## src/rtl/seq_pkg.sv

```systemverilog
// seq_pkg: LFSR constants and the output saturation helper shared by the voice engine.
package seq_pkg;
  localparam logic [15:0] LFSR_SEED = 16'hACE1;
  // Taps 16,14,13,11 counted from 1, i.e. bits 15,13,12,10.
  localparam logic [15:0] LFSR_TAPS = 16'hB400;
  function automatic logic [15:0] lfsr_step(input logic [15:0] s);
    return {s[14:0], ^(s & LFSR_TAPS)};
  endfunction
  function automatic logic signed [31:0] sat(input logic signed [31:0] x, input int ow);
    logic signed [31:0] hi, lo;
    hi = (32'sd1 <<< (ow - 1)) - 32'sd1;
    lo = -hi - 32'sd1;
    return x > hi ? hi : (x < lo ? lo : x);
  endfunction
endpackage

```

## src/rtl/seq_voice.sv

```systemverilog
// seq_voice: one drum voice holding trigger load, tone/noise polarity and a decaying envelope.
module seq_voice
  import seq_pkg::*;
#(
  parameter int EW = 8,
  parameter int PW = 8
) (
  input  logic                 clk,
  input  logic                 rst_n,
  input  logic                 poweron,
  input  logic                 trig,
  input  logic [EW-1:0]        load_env,
  input  logic                 tick,
  input  logic                 dec,
  input  logic                 noise,
  input  logic                 noise_bit,
  input  logic [PW-1:0]        period,
  output logic signed [EW:0]   value,
  output logic                 active
);
  typedef struct packed {
    logic [EW-1:0] env;
    logic [PW-1:0] phase;
    logic          polarity;
  } voice_t;
  voice_t v, v_nx;
  logic [PW-1:0] last;
  logic          flip;
  // A zero period behaves like one: polarity toggles on every sample.
  always_comb begin
    last = (period == '0) ? '0 : period - 1'b1;
    flip = v.phase == last;
    v_nx = v;
    if (!poweron)
      v_nx.env = '0;
    else if (trig)
      v_nx = voice_t'{env: load_env, phase: '0, polarity: 1'b1};
    else if (tick) begin
      v_nx.env = (dec && v.env != '0) ? v.env - 1'b1 : v.env;
      v_nx.phase = noise ? v.phase : (flip ? '0 : v.phase + 1'b1);
      v_nx.polarity = noise ? noise_bit : (flip ? ~v.polarity : v.polarity);
    end
  end
  always_ff @(posedge clk)
    v <= !rst_n ? voice_t'{env: '0, phase: '0, polarity: 1'b1} : v_nx;
  assign value = v.polarity ? $signed({1'b0, v.env}) : -$signed({1'b0, v.env});
  assign active = v.env != '0;
endmodule

```

## src/rtl/seq_voice_engine.sv

```systemverilog
// seq_voice_engine: multi-track drum voice engine with trigger decode, shared decay prescaler and saturating mixer.
// Define SEQ_ACCENT_EN to add the per-step accent input (unaccented hits load half envelope).
module seq_voice_engine
  import seq_pkg::*;
#(
  parameter int TRACKS    = 7,
  parameter int STEPS     = 16,
  parameter int EW        = 8,
  parameter int PW        = 8,
  parameter int OW        = 16,
  parameter int DECAY_DIV = 4
) (
  input  logic                       MCLK,
  input  logic                       rst_n,
  input  logic                       poweron,
  input  logic                       step_tick,
  input  logic [$clog2(STEPS)-1:0]   step_idx,
  input  logic [TRACKS*STEPS-1:0]    pattern,
  input  logic [TRACKS-1:0]          track_mute,
  input  logic [TRACKS-1:0]          noise_sel,
  input  logic [TRACKS*PW-1:0]       tone_period,
`ifdef SEQ_ACCENT_EN
  input  logic [STEPS-1:0]           accent,
`endif
  input  logic                       sample_tick,
  output logic signed [OW-1:0]       audio_out,
  output logic                       sample_valid,
  output logic [TRACKS-1:0]          active
);
  localparam int MW = EW + 1 + $clog2(TRACKS);
  localparam int PRW = DECAY_DIV > 1 ? $clog2(DECAY_DIV) : 1;
  localparam logic [EW-1:0] ENV_MAX = '1;
  logic [PRW-1:0]        presc;
  logic [15:0]           lfsr, lfsr_nx;
  logic                  tick_q, wrap, go;
  logic [EW-1:0]         load_env;
  logic [TRACKS-1:0]     trig;
  logic signed [EW:0]    vals [TRACKS];
  logic signed [MW-1:0]  sum;
  assign go = step_tick && poweron && 32'(step_idx) < STEPS;
  assign wrap = sample_tick && presc == PRW'(DECAY_DIV - 1);
  assign lfsr_nx = lfsr_step(lfsr);
`ifdef SEQ_ACCENT_EN
  assign load_env = accent[step_idx] ? ENV_MAX : ENV_MAX >> 1;
`else
  assign load_env = ENV_MAX;
`endif
  for (genvar t = 0; t < TRACKS; t++) begin : g_trk
    logic [STEPS-1:0] row;
    assign row = pattern[t*STEPS +: STEPS];
    assign trig[t] = go && row[step_idx] && !track_mute[t];
    seq_voice #(.EW(EW), .PW(PW)) u_voice (
      .clk       (MCLK),
      .rst_n     (rst_n),
      .poweron   (poweron),
      .trig      (trig[t]),
      .load_env  (load_env),
      .tick      (sample_tick),
      .dec       (wrap),
      .noise     (noise_sel[t]),
      .noise_bit (lfsr_nx[0]),
      .period    (tone_period[t*PW +: PW]),
      .value     (vals[t]),
      .active    (active[t])
    );
  end
  always_comb begin
    sum = '0;
    for (int i = 0; i < TRACKS; i++)
      sum = sum + MW'(vals[i]);
  end
  // Stage 2 mixes the voice state produced by the previous sample_tick.
  always_ff @(posedge MCLK) begin
    if (!rst_n) begin
      presc <= '0;
      lfsr <= LFSR_SEED;
      tick_q <= 1'b0;
      sample_valid <= 1'b0;
      audio_out <= '0;
    end else begin
      if (sample_tick) begin
        presc <= wrap ? '0 : presc + 1'b1;
        lfsr <= lfsr_nx;
      end
      tick_q <= sample_tick;
      sample_valid <= tick_q;
      if (tick_q)
        audio_out <= poweron ? OW'(sat(32'(sum), OW)) : '0;
    end
  end
endmodule

```

## config.mk

```make
export PLATFORM = sky130hd
export DESIGN_NAME = seq_voice_engine
export DESIGN_NICKNAME = d
export VERILOG_FILES = /design/src/rtl/seq_pkg.sv /design/src/rtl/seq_voice.sv /design/src/rtl/seq_voice_engine.sv
export SDC_FILE = /design/constraint.sdc
export NUM_CORES = 1
export LEC_CHECK = 0
export ABC_AREA = 1
export CORE_MARGIN = 5
export CORE_UTILIZATION = 35
export DETAILED_ROUTE_END_ITERATION = 8
export DONT_BUFFER_PORTS = 1
export MAX_ROUTING_LAYER = met4
export PLACE_DENSITY = 0.61
export RECOVER_POWER = 100
export SYNTH_ARGS = -nofsm -noshare
export SYNTH_HDL_FRONTEND = slang
export SYNTH_SLANG_ARGS = --single-unit
```

## constraint.sdc

```tcl
create_clock -name MCLK -period 4.2 [get_ports MCLK]
set_input_delay 0.84 -clock MCLK [delete_from_list [all_inputs] [get_ports MCLK]]
set_output_delay 0.84 -clock MCLK [all_outputs]
set_load 0.01 [all_outputs]
```

# After elaboration in Yosys (flattened, before gate mapping)
# Index checks and enable logic that the tools add are counted.
dict set report totals {
  ramBits 0
  inputBits 191
  reg_bits 155
  n_memories 0
  output_inout_bits 24
  latchBits 0
  rom_bits 0
  elab_cells 255
}
dict set report classes {
  bitwise 7
  n_eq_ne 15
  muxes 81
  n_lt_le_gt_ge 3
  addsub 35
  reduce_logical 88
  multipliers 0
  n_div 0
  n_shift 0
}
# operator count
set ops {}
lappend ops {{$mux 17} 14}
lappend ops {{$mux 8} 28}
lappend ops {{$sub 8x1->8 const B} 14}
lappend ops {{$mux 9} 7}
lappend ops {{$neg 8->9} 7}
lappend ops {{$add 8x1->8 const B} 7}
lappend ops {{$eq 8x8->1} 7}
lappend ops {{$logic_not 8->1} 7}
lappend ops {{$reduce_bool 8->1} 7}
lappend ops {{$mux 16} 3}
lappend ops {{$reduce_and 3->1} 14}
lappend ops {{$add 12x9->12} 3}
lappend ops {{$bmux 1 s4} 7}
lappend ops {{$reduce_bool 2->1} 14}
lappend ops {{$logic_and 1x1->1} 23}
lappend ops {{$mux 1} 21}
lappend ops {{$reduce_bool 3->1} 7}
lappend ops {{$gt 12x16->1 const B} 1}
lappend ops {{$lt 12x16->1 const B} 1}
lappend ops {{$reduce_and 2->1} 8}
lappend ops {{$reduce_xor 16->1} 1}
lappend ops {{$ne 2x1->1 const B} 7}
lappend ops {{$add 11x9->12} 1}
lappend ops {{$add 10x9->11} 1}
lappend ops {{7 further kinds} 19}

# Longest topological paths before layout
dict set report logic_depth {
  word_depth 12
  mapped_depth 23
}

# Modules after synthesis
# From an unflattened synthesis, not the netlist that was laid out.
dict set report unflattened {
  cells_unflattened 2282
  area_unflattened_um2 14533.9
}
# module area_each_um2 instances cells_each seq_area_each_um2
set modules_own_cells {}
lappend modules_own_cells {seq_voice 1476.4 7 235 340.3}
lappend modules_own_cells {seq_voice_engine 4199.0 1 637 640.6}

# Worst setup path after synthesis
# No wires, ideal clock.
dict set report synth_timing {
  path_type {flip-flop to flip-flop}
  from {register g_trk[1].u_voice.v[9] (netlist name)}
  to {register audio_out[9]}
  setup_slack_ns -0.343
  t_arrival_ns 4.472
  required_time_ns 4.130
  path_stages_with_launch 21
  setup_ns 0.070
  period_less_slack_ns 4.543
  cell_sequence {dfxtp_1 > inv_1 > ha_1 > nand2_1 > nor3_1 > or2_2 > xor2_1 > fa_1 > fa_1 > fa_1 > inv_1 > fa_1 > inv_1 > ha_1 > a21oi_1 > o21ai_0 > a21oi_1 > o21bai_1 > a21oi_1 > o21ai_0 > a21oi_1}
}
dict set report synth_between {
  elab_chain_cells 12
  word_cells_on_any_way 13
}
# item line_no
set synth_lines {}
lappend synth_lines {{start, declared} seq_voice.sv:26} ;# voice_t v, v_nx;
lappend synth_lines {{start signal, assigned} seq_voice.sv:45} ;# v <= !rst_n ? voice_t'{env: '0, phase: '0, polarity: 1'b1} : v_nx;
lappend synth_lines {{$neg 8->9} seq_voice.sv:46} ;# assign value = v.polarity ? $signed({1'b0, v.env}) : -$signed({1'b0, v.env});
lappend synth_lines {{$mux 9 (*)} seq_voice.sv:46}
lappend synth_lines {{$add 9x9->10 (*)} seq_voice_engine.sv:70} ;# sum = sum + MW'(vals[i]);
lappend synth_lines {{$add 10x9->11 (*)} seq_voice_engine.sv:70}
lappend synth_lines {{$add 11x9->12 (*)} seq_voice_engine.sv:70}
lappend synth_lines {{$add 12x9->12 (*) (3 in series)} seq_voice_engine.sv:70}
lappend synth_lines {{$lt 12x16->1} seq_pkg.sv:13} ;# return x > hi ? hi : (x < lo ? lo : x);
lappend synth_lines {{$mux 16} seq_pkg.sv:13}
lappend synth_lines {{$mux 16 (*)} seq_pkg.sv:13}
lappend synth_lines {{$mux 16 (*)} seq_voice_engine.sv:88} ;# audio_out <= poweron ? OW'(sat(32'(sum), OW)) : '0;
lappend synth_lines {{end signal, assigned} seq_voice_engine.sv:88}
lappend synth_lines {{end, declared} seq_voice_engine.sv:26} ;# output logic signed [OW-1:0] audio_out,
# Mark *: on every way between the ends. The rest lies on a longest branch, timed or not.
# A chain may end at the register's enable or synchronous reset.

# Worst setup path after layout
dict set report layout_timing {
  from {register g_trk[4].u_voice.v[10] (netlist name)}
  to {register audio_out[8]}
}
dict set report layout_between {
  elab_chain_cells 9
  word_cells_on_any_way 10
}
# item line_no
set layout_lines {}
lappend layout_lines {{start, declared} seq_voice.sv:26}
lappend layout_lines {{start signal, assigned} seq_voice.sv:45}
lappend layout_lines {{$neg 8->9} seq_voice.sv:46}
lappend layout_lines {{$mux 9 (*)} seq_voice.sv:46}
lappend layout_lines {{$add 12x9->12 (*) (3 in series)} seq_voice_engine.sv:70}
lappend layout_lines {{$lt 12x16->1} seq_pkg.sv:13}
lappend layout_lines {{$mux 16} seq_pkg.sv:13}
lappend layout_lines {{$mux 16 (*)} seq_pkg.sv:13}
lappend layout_lines {{$mux 16 (*)} seq_voice_engine.sv:88}
# Marked as above.

==> flow_metrics.env <==
export IMPL_first_iter_violations=1043
export IMPL_io_buffer_count=0
export IMPL_synth_compound_area_share_pct=11.2
export IMPL_synth_edf_count=0
export IMPL_fillCellCount=3899
export IMPL_final_setup_skew_ns=0.0103
export IMPL_max_stage_delay_ns=0.58
export IMPL_wl_per_cell_um=14.7
export IMPL_reg2reg_from="g_trk[4].u_voice.v[10]"
export IMPL_clk_pin_slew_ns=0.07
export IMPL_rsz0062_at_grt="yes"
export IMPL_holdWs_ns=0.461
export IMPL_r2r_setup_slack_ns=-0.39
export IMPL_die_w_um=208
export IMPL_critical_path_startpoint="g_trk[4].u_voice.v[10]"
export IMPL_ys_top_cells_by_count="nand2_1 (580), nor2_1 (332), inv_1 (300)"
export IMPL_synthCells=2253
export IMPL_synth_fa_ha_area_share_pct=10.4
export IMPL_track_usage_pct=19.0
export IMPL_cp_required_ns=4.49
export IMPL_tightest_slew_ns=1.38
export IMPL_dr_wl_met3_um=2210
export IMPL_crit_top_cell="fa_1"
export IMPL_violations="negative setup slack"
export IMPL_synth_simple_gate_area_share_pct=37.6
export IMPL_hpwlAfterDp_um=30900
export IMPL_drv_slew=0
export IMPL_crit_path_cell_trace="inv_2, ha_4, nor2_4, xor2_1, buf_4, fa_1, fa_2, fa_1, inv_1, fa_1, inv_1, ha_1, nand2_2, nor2_4, a21oi_2, o21bai_1, a21oi_1, o21ai_1, a21oi_1"
export IMPL_synth_top_area_share_pct=21.9
export IMPL_synth_top_family_by_area="simple AND/OR/NAND/NOR gates"
export IMPL_drive_above_1_share_pct=16.6
export IMPL_route_detailed_drc=0
export IMPL_async_flop_share_pct=0
export IMPL_cp_endpoint="audio_out[8]"
export IMPL_clk_latency_ns=0.44
export IMPL_synth_area_per_cell_um2=6.11
export IMPL_crit_path_max_fanout=3
export IMPL_p_leak_uw=0.00817
export IMPL_min_path_type="flip-flop to flip-flop"
export IMPL_multi_input_area_mm2=0.00999
export IMPL_grt_first_pass_wirelength_um=67800
export IMPL_crit_path_top_delay_cell="fa_1"
export IMPL_preCtsSetupSlack_ns=-0.328
export IMPL_rows=72
export IMPL_slew_headroom_pct=8.07
export IMPL_synthesis_area_mm2=0.0138
export IMPL_fin_nets=2648
export IMPL_crit_path_end_kind="flip-flop"
export IMPL_finalCritPeriodShare_pct=109
export IMPL_holdCritStartpoint="lfsr[7]"
export IMPL_grt_overflow=0
export IMPL_synth_nets=2530
export IMPL_yosys_area_top_type="dfxtp_1"
export IMPL_fp_dieArea_mm2=0.0434
export IMPL_dr_wl_met2_um=20900
export IMPL_place_congestion=0.930
export IMPL_timing_rr_end="audio_out[8]"
export IMPL_reg2regPathDepth=19
export IMPL_htree_levels=4
export IMPL_wl_um=42800
export IMPL_grt_pass1_vias=14000
export IMPL_grt_max_degree=83
export IMPL_core_area_mm2=0.0388
export IMPL_routed_top_layer="met4"
export IMPL_synth_most_common_cell="nand2_1"
export IMPL_vias=14500
export IMPL_drv_cap=0
export IMPL_cts_tree="done"
export IMPL_ys_top_cells_by_area="dfxtp_1 (22%), nand2_1 (16%), nor2_1 (9.0%)"
export IMPL_synth_seq_cells=151
export IMPL_yosys_warnings=0
export IMPL_viasPerCell=5.00
export IMPL_final_antenna_net_count=0
export IMPL_wl_met1_um=18600
export IMPL_clock_path_buffers=2
export IMPL_cts_sinks=151
export IMPL_fmax_mhz=218
export IMPL_postCtsHoldBufs=0
export IMPL_cts_root_buf="clkbuf_16"
export IMPL_diodes=0
export IMPL_yosys_mux_area_fraction_pct=0
export IMPL_cts_made_buffers=17
export IMPL_regArea_mm2=0.00305
export IMPL_vdd_drop_max_mv=0.207
export IMPL_ys_types=32
export IMPL_critical_path_arrival_ns=4.88
export IMPL_layout_min_cycle_time_ns=4.59
export IMPL_p_per_area_mw_per_mm2=262
export IMPL_first_pass_iters=6
export IMPL_num_io_pins=215
export IMPL_start_util_pct=35.5
export IMPL_status="finished, violations left"
export IMPL_crit_type="flip-flop to flip-flop"
export IMPL_antenna_found_initial=0
export IMPL_die_h_um=208
export IMPL_ys_seq_area_share_pct=21.9
export IMPL_cp_start_kind="flip-flop"
export IMPL_hold_viol=0
export IMPL_finalSetupViolations=9
export IMPL_utilization_pct=43.4
export IMPL_setup_ws_ns=-0.389
export IMPL_synth_xor_area_share_pct=7.18
export IMPL_yosys_most_used_dff="dfxtp_1"
export IMPL_syn_to_final_growth_pct=22.3
## power breakdown
part | internal [µW] | switching [µW]
combinational | 529 | 662
sequential | 1490 | 68.6
clock | 978 | 678
## per-stage QoR
stage | power (µW) | cell area, µm² | setup TNS [ns] | cells
2_1_floorplan | 2330 | 13900 | -0.00736 | 2253
3_3_place_gp | 2530 | 14900 | -1.34 | 2806
3_5_place_dp | 2550 | 14900 | -1.90 | 2806
4_1_cts | 4360 | 16400 | -0.853 | 2892
5_1_grt | 4660 | 16900 | -3.58 | 2902
6_report | 4410 | 16900 | -1.81 | 2902
## how the worst min path moves through the flow
stage          slack (ns)        to  depth (start not counted)
3_5_place_dp         0.45  lfsr[15]                          2
6_report             0.46   lfsr[7]                          2
3_3_place_gp         0.44  lfsr[11]                          2
4_1_cts              0.46   lfsr[7]                          2
5_1_grt              0.49   lfsr[6]                          2
2_1_floorplan        0.43   lfsr[5]                          2
## worst max-delay path, delay by kind of cell, from the launching register on
kind / cells / cell delay, ns
compound gates: 5 / 0.67
fa+ha+maj: 6 / 2.61
simple gates: 3 / 0.37
xor+xnor: 1 / 0.07
flops: 1 / 0.37
buf+inv: 4 / 0.34
## sequential cells by signal, indices dropped and copies added (netlist names)
name             cells
g_trk.u_voice.v    119
lfsr                16
audio_out           12
presc                2
sample_valid         1
tick_q               1
## cell families (layout without fill, tap and decap cells)
group,count (synthesis),in the layout
AOI/OAI and AO/OA,284,284
buffers and inverters,382,513
xor gates and xnor gates,113,113
adders and majority gates,86,86
and+or+nand+nor,1237,1237
DFF,151,151
## cells in the final DEF, fill, tap and decap left out, types with 19 or more instances in the layout
master,n
nand2_1,563
xor2_1,73
nand2_2,25
a21oi_1,90
fa_1,40
buf_4,144
nand3_1,215
nor2_1,310
o21ai_1,32
nor2_4,19
buf_6,22
o21ai_0,100
inv_1,280
dfxtp_1,134
inv_2,24
nand4_1,42
xnor2_1,19
ha_1,25
## cell type report
type	count	area share, %
Multi-Input combinational cell	1720	59.3
Sequential cell	151	18.1
Timing Repair Buffer	171	8.09
Inverter	310	6.99
Tap cell	518	3.85
Clock buffer	20	2.71
Clock inverter	12	0.987
## metal layers
layer,GRT usage (%),vias to the layer above
met2,32.5,365
met1,22.7,6717
met4,5.59,0
met3,3.65,79
li1,-,7347
met5,-,-
## timing repair
action                     in CTS  in global routing
setup buffers                  54                 30
pin swaps                      70                 83
resized for setup             138                122
setup endpoints to repair       9                 13
Note: power is estimated with default switching activity, not from simulation.
